[src/rtl/pc_fetch_unit_pkg.sv]
// Shared widths, FSM encoding and range helper for the PC fetch unit.
// Latency: n/a (declarations only).
// Backpressure: n/a.
package pc_fetch_unit_pkg;
  localparam int N  = 32;  // instruction / next-PC width
  localparam int Pb = 8;   // implemented PC width (word address)

  typedef enum logic [1:0] {
    IDLE  = 2'd0,
    FETCH = 2'd1,
    VALID = 2'd2,
    ERR   = 2'd3
  } fetch_state_t;

  // A next-PC value is only usable if nothing above the implemented PC bits is set.
  function automatic logic pc_in_range(input logic [N-1:0] v);
    return v[N-1:Pb] == '0;
  endfunction
endpackage

[src/rtl/fetch_timeout_ctr.sv]
// Clearable up-counter raising tc once TIMEOUT-1 has been reached.
// Latency: count updates one cycle after en; tc is combinational from the count.
// Backpressure: none; the count holds at the terminal value until cleared.
module fetch_timeout_ctr #(
  parameter int TIMEOUT = 16
) (
  input  logic clk,
  input  logic rst_n,
  input  logic clr,
  input  logic en,
  output logic tc
);
  localparam int CW = (TIMEOUT > 1) ? $clog2(TIMEOUT) : 1;
  localparam logic [CW-1:0] LAST = CW'(TIMEOUT - 1);

  logic [CW-1:0] count;

  // Count waiting cycles; clear has priority, saturate at the terminal value.
  always_ff @(posedge clk or negedge rst_n) begin
    if (!rst_n) begin
      count <= '0;
    end else if (clr) begin
      count <= '0;
    end else if (en && !tc) begin
      count <= count + CW'(1);
    end
  end

  assign tc = (count == LAST);
endmodule

[src/rtl/pc_fetch_unit.sv]
// Program counter owner: fetches imem[pc] over req/ack, presents it to decode, loads next_pc on accept.
// Latency: ack -> instr_valid next cycle; decode accept -> next imem_req next cycle (2 cycles/instr best case).
// Backpressure: instr_out held while dec_ready=0; memory stalls bounded by TIMEOUT, then sticky error.
module pc_fetch_unit
  import pc_fetch_unit_pkg::*;
#(
  parameter logic [Pb-1:0] RESET_PC = '0,
  parameter int            TIMEOUT  = 16
) (
  input  logic          clk,
  input  logic          rst_n,
  input  logic          halt,
  output logic          imem_req,
  output logic [Pb-1:0] imem_addr,
  input  logic          imem_ack,
  input  logic [N-1:0]  imem_rdata,
  output logic [N-1:0]  instr_out,
  output logic          instr_valid,
  input  logic          dec_ready,
  output logic [Pb-1:0] pc_out,
  input  logic [N-1:0]  next_pc,
  output logic          fetch_err
);
  fetch_state_t  state;
  logic [Pb-1:0] pc;
  logic          cnt_clr;
  logic          cnt_en;
  logic          cnt_tc;

  // The timeout only runs while a fetch is outstanding and restarts on every ack.
  assign cnt_en  = (state == FETCH) && !imem_ack;
  assign cnt_clr = (state != FETCH) || imem_ack;

  fetch_timeout_ctr #(.TIMEOUT(TIMEOUT)) u_timeout (
    .clk   (clk),
    .rst_n (rst_n),
    .clr   (cnt_clr),
    .en    (cnt_en),
    .tc    (cnt_tc)
  );

  // Main FSM plus PC, instruction latch and sticky error; ack beats timeout in the same cycle.
  always_ff @(posedge clk or negedge rst_n) begin
    if (!rst_n) begin
      state     <= IDLE;
      pc        <= RESET_PC;
      instr_out <= '0;
      fetch_err <= 1'b0;
    end else begin
      case (state)
        IDLE: begin
          if (!halt) state <= FETCH;
        end
        FETCH: begin
          if (imem_ack) begin
            instr_out <= imem_rdata;
            state     <= VALID;
          end else if (cnt_tc) begin
            fetch_err <= 1'b1;
            state     <= ERR;
          end
        end
        VALID: begin
          if (dec_ready) begin
            if (pc_in_range(next_pc)) begin
              pc    <= next_pc[Pb-1:0];
              state <= halt ? IDLE : FETCH;
            end else begin
              // Out-of-range target (including wrap past the top word): keep pc for debug.
              fetch_err <= 1'b1;
              state     <= ERR;
            end
          end
        end
        ERR: begin
          fetch_err <= 1'b1;
        end
        default: begin
          fetch_err <= 1'b1;
          state     <= ERR;
        end
      endcase
    end
  end

  // Request and valid decode straight from state so an async reset drops them at once.
  assign imem_req    = (state == FETCH);
  assign instr_valid = (state == VALID);
  assign imem_addr   = pc;
  assign pc_out      = pc;
endmodule

[config.mk]
export PLATFORM = sky130hd
export DESIGN_NAME = pc_fetch_unit
export DESIGN_NICKNAME = d
export VERILOG_FILES = /design/src/rtl/pc_fetch_unit_pkg.sv /design/src/rtl/fetch_timeout_ctr.sv /design/src/rtl/pc_fetch_unit.sv
export SDC_FILE = /design/constraint.sdc
export NUM_CORES = 1
export LEC_CHECK = 0
export ABC_CLOCK_PERIOD_IN_PS = 2500
export CAP_MARGIN = 20
export CORE_MARGIN = 1
export CORE_UTILIZATION = 65
export CTS_BUF_LIST = sky130_fd_sc_hd__clkbuf_8 sky130_fd_sc_hd__clkbuf_16
export DETAILED_ROUTE_END_ITERATION = 10
export DONT_BUFFER_PORTS = 1
export GPL_TIMING_DRIVEN = 0
export PLACE_DENSITY = 0.81
export SLEW_MARGIN = 20
export SYNTH_ARGS = -nofsm -noshare
export SYNTH_HDL_FRONTEND = slang
export SYNTH_SLANG_ARGS = --single-unit
[constraint.sdc]
create_clock -name clk -period 2.5 [get_ports clk]
set_input_delay 0.5 -clock clk [delete_from_list [all_inputs] [get_ports clk]]
set_output_delay 0.5 -clock clk [all_outputs]
set_load 0.05 [all_outputs]
==> results.yml, run 1 <==
outcome:
  outcome: "finished clean"
yosys:
  synth_mux_area_share_pct: 23.0
  synth_xor_area_share_pct: 0.428
  synth_ff_type: "dfrtp_1"
  syn_nets: 224
  synthTopCellsByArea: "dfrtp_1, mux2_2, ha_1, buf_4, nor4_1"
  synth_top_family_by_area: "multiplexers"
  ys_ff_latch: 47
  post-synth-top-area-cell: "dfrtp_1"
  synth_area_mm2: 0.00205
  avgSynthCellArea_um2: 13.7
  synthAdderAreaFrac_pct: 3.67
  async_flop_share_pct: 100
  synthSimpleGateAreaFrac_pct: 8.13
  synth_compound_area_share_pct: 3.30
  synth_top_area_share_pct: 57.5
  netlist-cell-type-count: 27
  synth_edf_count: 0
  syn_inst: 149
  synth_warnings: 0
  seq_area_frac_synth_pct: 57.5
floorplanning:
  num_rows: 19
  core_mm2: 0.00288
  die_h_um: 58.1
  die-area_mm2: 0.00338
  ioPinCount: 120
  die_width_um: 58.1
  start_util_pct: 71.2
power:
  switching_power_uw: 260
  peakVddDrop_mv: 0.495
  p_int_uw: 992
  p_per_area_mw_per_mm2: 563
  p_sw_share_pct: 20.8
  power_frac_seq_pct: 60.6
  power_frac_clock_pct: 37.6
  p_comb_share_pct: 1.7
  p_leak_uw: 0.00115
route:
  routed_wl_mm: 4.06
  antenna_left: 0
  drt_pre_antenna_iters: 4
  drt_iter0_drc: 48
  wl_per_cell_um: 20.3
  drc: 0
  vias: 1211
  via_per_inst: 6.06
worst_setup_path:
  cpMaxStageDelayCell: "ha_1"
  crit_path_max_fanout: 8
  start_kind: "flip-flop"
  worst_path_largest_cell_delay_ns: 0.60
  critical_path_class: "flip-flop to flip-flop"
  end_kind: "flip-flop"
  path_cells: "inv_1, ha_1, nand2_1, nor3_4, mux2_2"
  critical_path_required_ns: 2.69
  worstPathArrival_ns: 2.47
sta:
  tightest_slew_ns: 0.670
  clock_skew_ns: 0.00581
  rsz0062_at_grt: "no"
  fmaxAchievable_mhz: 438
  finalSetupTns_ns: 0
  maxSlewViolCount: 0
  timing.slew.headroom_pct: 55.3
  hold_violations: 0
  fin_crit_sh_pct: 91.4
  post-route-min-period_ns: 2.28
  setup_violations: 0
cts:
  clk_pin_slew_ns: 0.08
  cts.sinks: 47
  cts-root-buf: "clkbuf_8"
  cts_inserted_buffers: 5
  cts.path.max_buffers: 2
  cts_hold_buf: 1
  cts_max_level: 2
  cts_setup_buffers: 0
  post_cts_resized: 0
  clk_latency_ns: 0.30
  tritoncts: "built"
placed_design:
  dp.cells: 191
  globalplace.congestion: 0.734
  dp_hpwl_mm: 3.19
  port_buffers: 0
grt:
  overflow: 0
  grt_pass1_wl_mm: 6.18
  grt_start_max_net_pins: 48
  antenna_found_initial: 0
  grt_pass1_vias: 1360
  track_usage_pct: 25.6
finish:
  fin_cells: 200
  n_antenna_cell: 0
  nets: 232
  syn_to_final_growth_pct: 8.62
  drive_above_1_share_pct: 37.3
hold_path:
  hold_path.class: "input pin to asynchronous set/reset pin"
flow_run:
  drv_cap: 0
==> area by class of cell <==
type,count,area [µm²]
flip-flops and latches,47,1180
multi-input cells,88,788
fillers,190,653
clock buffers,6,82.6
plain buffers,11,71.3
well taps,42,52.6
repair buffers,1,27.5
clock inverters,2,13.8
inverters,3,11.3
==> per-stage QoR <==
stage	util (%)	power, µW	setup WS (ns)	hold slack [ns]	cell area (µm²)
final	77.3	1250	0.215	0.0354	2220
after CTS	77.3	1270	0.209	0.0401	2220
after detailed placement	73.0	778	0.225	0.205	2100
after floorplan	-	778	0.434	0.204	2050
after global routing	77.3	1290	0.0697	0.0445	2220
after global placement	73.0	778	0.291	0.205	2100
==> registers in the layout, indices dropped and copies added (netlist names) <==
signal	cells
state	2
imem_addr	8
fetch_err	1
instr_out	32
u_timeout.count	4
==> worst max-delay path, delay by kind of cell (launching register included) <==
kind / cells / cell delay [ns]
adder cells (fa/ha/maj): 1 / 0.60
buffers and inverters: 1 / 0.13
flip-flops: 1 / 0.43
multiplexers: 1 / 0.39
AND/OR/NAND/NOR: 2 / 0.63
==> synthesized netlist by cell type (2+ instances only) <==
master,number
a31oi_1,2
buf_1,3
buf_4,8
dfrtp_1,47
ha_1,6
inv_1,3
mux2_2,40
mux2i_1,2
nand2_1,6
nand3_1,2
nor2_1,7
nor3_1,3
nor4_1,6
==> worst paths after layout <==
check,slack [ns],from,end,depth (start not counted)
max reg2reg,0.22,state[0],imem_addr[1],5
min in group clk,0.34,imem_rdata[29],instr_out[29],1
max,0.22,state[0],imem_addr[1],5
min,0.04,rst_n,instr_out[29],1
max in group asynchronous,2.26,rst_n,imem_addr[5],1
min reg2reg,0.62,u_timeout.count[3],u_timeout.count[3],2
==> cell families (layout without fill, tap and decap cells) <==
kind of cell               Yosys count  after routing
and+or+nand+nor                     31             31
AOI/OAI and AO/OA                    8              8
DFF                                 47             47
buffers and inverters               14             23
muxes                               42             42
adders and majority gates            6              6
xor gates and xnor gates             1              1
==> layout by cell type (no fill, tap or decap), types with 2 or more instances in the layout <==
cell,count
nor2_1,7
mux2_2,40
buf_4,8
a31oi_1,2
nand2_1,6
nor4_1,6
buf_1,3
nor3_1,3
clkbuf_8,6
nand3_1,2
mux2i_1,2
inv_1,3
dfrtp_1,47
ha_1,6
==> metal layers <==
layer  global-route usage (%)  part of all wire [%]  vias to the layer above
li1                         -                     -                      536
met1                     24.7                    33                      583
met2                     49.3                    56                       85
met3                     8.71                   9.9                        7
met4                     9.86                   1.6                        0
met5                        0                     0                        -
==> power groups by stage <==
stage,sequential [µW],clock (µW),combinational [µW]
floorplan,775,0,3.34
global placement,775,0,3.46
detailed placement,775,0,3.60
CTS,759,484,22.7
global route,759,501,25.3
finish,759,471,21.8
No activity file was read; power rests on OpenSTA's default activity.
==> run 2, diff against run 1 <==
--- a/config.mk
+++ b/config.mk
@@ -5,15 +5,14 @@
 export SDC_FILE = /design/constraint.sdc
 export NUM_CORES = 1
 export LEC_CHECK = 0
-export ABC_CLOCK_PERIOD_IN_PS = 2500
-export CAP_MARGIN = 20
+export ABC_CLOCK_PERIOD_IN_PS = 2600
 export CORE_MARGIN = 1
-export CORE_UTILIZATION = 65
+export CORE_UTILIZATION = 61
 export CTS_BUF_LIST = sky130_fd_sc_hd__clkbuf_8 sky130_fd_sc_hd__clkbuf_16
 export DETAILED_ROUTE_END_ITERATION = 10
 export DONT_BUFFER_PORTS = 1
 export GPL_TIMING_DRIVEN = 0
-export PLACE_DENSITY = 0.81
+export PLACE_DENSITY = 0.77
 export SLEW_MARGIN = 20
 export SYNTH_ARGS = -nofsm -noshare
 export SYNTH_HDL_FRONTEND = slang
==> constraint.sdc (replaced) <==
create_clock -name clk -period 2.6 [get_ports clk]
set_input_delay 0.52 -clock clk [delete_from_list [all_inputs] [get_ports clk]]
set_output_delay 0.52 -clock clk [all_outputs]
set_load 0.05 [all_outputs]
==> run 2 against run 1 <==
Against the previous run:
- register-to-register slack gained 0.095 ns
- via count about the same
- combinational power down 4%
- highest routed layer unchanged
==> results.yml, run 2 (synthesized netlist as in run 1, its figures left out) <==
outcome:
  outcome: "finished clean"
finish:
  fin_cells: 202
  nets: 232
  final_common_cell: "dfrtp_1"
  largest_register: "instr_out"
  regArea_mm2: 0.00118
  fin_area_mm2: 0.00222
  drive_above_1_share_pct: 36.7
  syn_to_final_growth_pct: 8.68
  largest_reg_flops: 32
  n_antenna_cell: 0
  n_fill_cell: 225
  multi_input_area_um2: 788
  layout_common_cells: "dfrtp_1, mux2_2, buf_4"
placed_design:
  dp_hpwl_mm: 2.92
  globalplace.congestion: 0.793
  port_buffers: 0
  dpl_cell_area_mm2: 0.00210
  dp.cells: 193
worst_setup_path:
  cpMaxStageDelayCell: "ha_1"
  end_kind: "flip-flop"
  crit_path_max_fanout: 8
  path_cells: "inv_1, ha_1, nand2_1, nor3_4, mux2_2"
  worst_path_largest_cell_delay_ns: 0.61
  critical_path_required_ns: 2.78
  worstPathArrival_ns: 2.47
  critical_path_class: "flip-flop to flip-flop"
  start_kind: "flip-flop"
grt:
  grt_start_max_net_pins: 48
  overflow: 0
  grt_pass1_vias: 1343
  track_usage_pct: 22.9
  grt_pass1_wl_mm: 5.82
  antenna_found_initial: 0
floorplanning:
  core_mm2: 0.00313
  ioPinCount: 120
  start_util_pct: 65.4
  die_width_um: 59.9
  die-area_mm2: 0.00359
  num_rows: 20
  die_h_um: 59.9
route:
  drt_iter0_drc: 19
  vias: 1212
  drt_pre_antenna_iters: 3
  drc: 0
  via_per_inst: 6.00
  wl_per_cell_um: 19.2
  antenna_left: 0
  routed_wl_mm: 3.89
sta:
  maxSlewViolCount: 0
  post-route-min-period_ns: 2.29
  fin_crit_sh_pct: 88.1
  tightest_slew_ns: 0.677
  fmaxAchievable_mhz: 437
  hold_violations: 0
  setup_violations: 0
  clock_skew_ns: 0.00472
  finalSetupTns_ns: 0
  timing.slew.headroom_pct: 54.9
  rsz0062_at_grt: "no"
cts:
  cts_hold_buf: 1
  cts.sinks: 47
  post_cts_resized: 0
  clk_pin_slew_ns: 0.08
  cts_inserted_buffers: 5
  cts.path.max_buffers: 2
  tritoncts: "built"
  cts-root-buf: "clkbuf_8"
  cts_setup_buffers: 0
  cts_max_level: 2
  clk_latency_ns: 0.30
power:
  p_leak_uw: 0.00115
  p_per_area_mw_per_mm2: 537
  peakVddDrop_mv: 0.381
flow_run:
  drv_cap: 0
hold_path:
  hold_path.class: "input pin to asynchronous set/reset pin"
[run 2: cell types whose count changed in the layout (fill, tap and decap cells not counted)]
cell,previous run,this run
clkinv_2,1,0
clkinv_4,0,1
inv_1,3,4
inv_6,1,0
[run 2: critical path, delay by kind of cell, from the launching register on]
family / cells / cell delay [ns]
flops: 1 / 0.44
simple gates: 2 / 0.62
mux: 1 / 0.38
fa+ha+maj: 1 / 0.61
buf+inv: 1 / 0.13
[run 2: layout make-up]
| cell class | instances | share of cell area (%) |
|---|---|---|
| well taps | 44 | 2.47 |
| plain buffers | 11 | 3.21 |
| flip-flops and latches | 47 | 52.9 |
| inverters | 3 | 0.506 |
| repair buffers | 1 | 1.24 |
| multi-input cells | 88 | 35.4 |
| clock inverters | 2 | 0.562 |
| clock buffers | 6 | 3.71 |
[run 2: path summary, 6_finish.rpt]
kind                                         start            endpoint  slack, ns  cells past startpoint
worst min-delay path                         rst_n       instr_out[25]       0.06                      1
worst max register to register            state[0]        imem_addr[4]       0.31                      5
worst max-delay path                      state[0]        imem_addr[4]       0.31                      5
min in group clk                     imem_rdata[0]        instr_out[0]       0.37                      1
worst min register to register  u_timeout.count[1]  u_timeout.count[1]       0.61                      2
max in group asynchronous                    rst_n       instr_out[11]       2.34                      1
[run 2: metal layers]
| metal | global-route usage [%] | part of all wire (%) |
|---|---|---|
| met1 | 22.6 | 35 |
| met2 | 42.4 | 53 |
| met3 | 9.74 | 11 |
| met4 | 7.64 | 1.0 |
| met5 | 0 | 0 |
[run 2: where the power goes]
group          switching [µW]  internal (µW)
combinational            14.3           6.74
clock                     230            214
sequential                  0            730
[run 2: per-stage QoR]
step           hold WS (ns)  utilization, %  total power [µW]  setup slack (ns)
6_report             0.0588            71.1              1200             0.310
5_1_grt              0.0614            71.1              1240             0.196
4_1_cts              0.0587            71.1              1210             0.314
3_5_place_dp          0.226            67.2               749             0.330
3_3_place_gp          0.226            67.2               748             0.377
2_1_floorplan         0.224               -               748             0.534
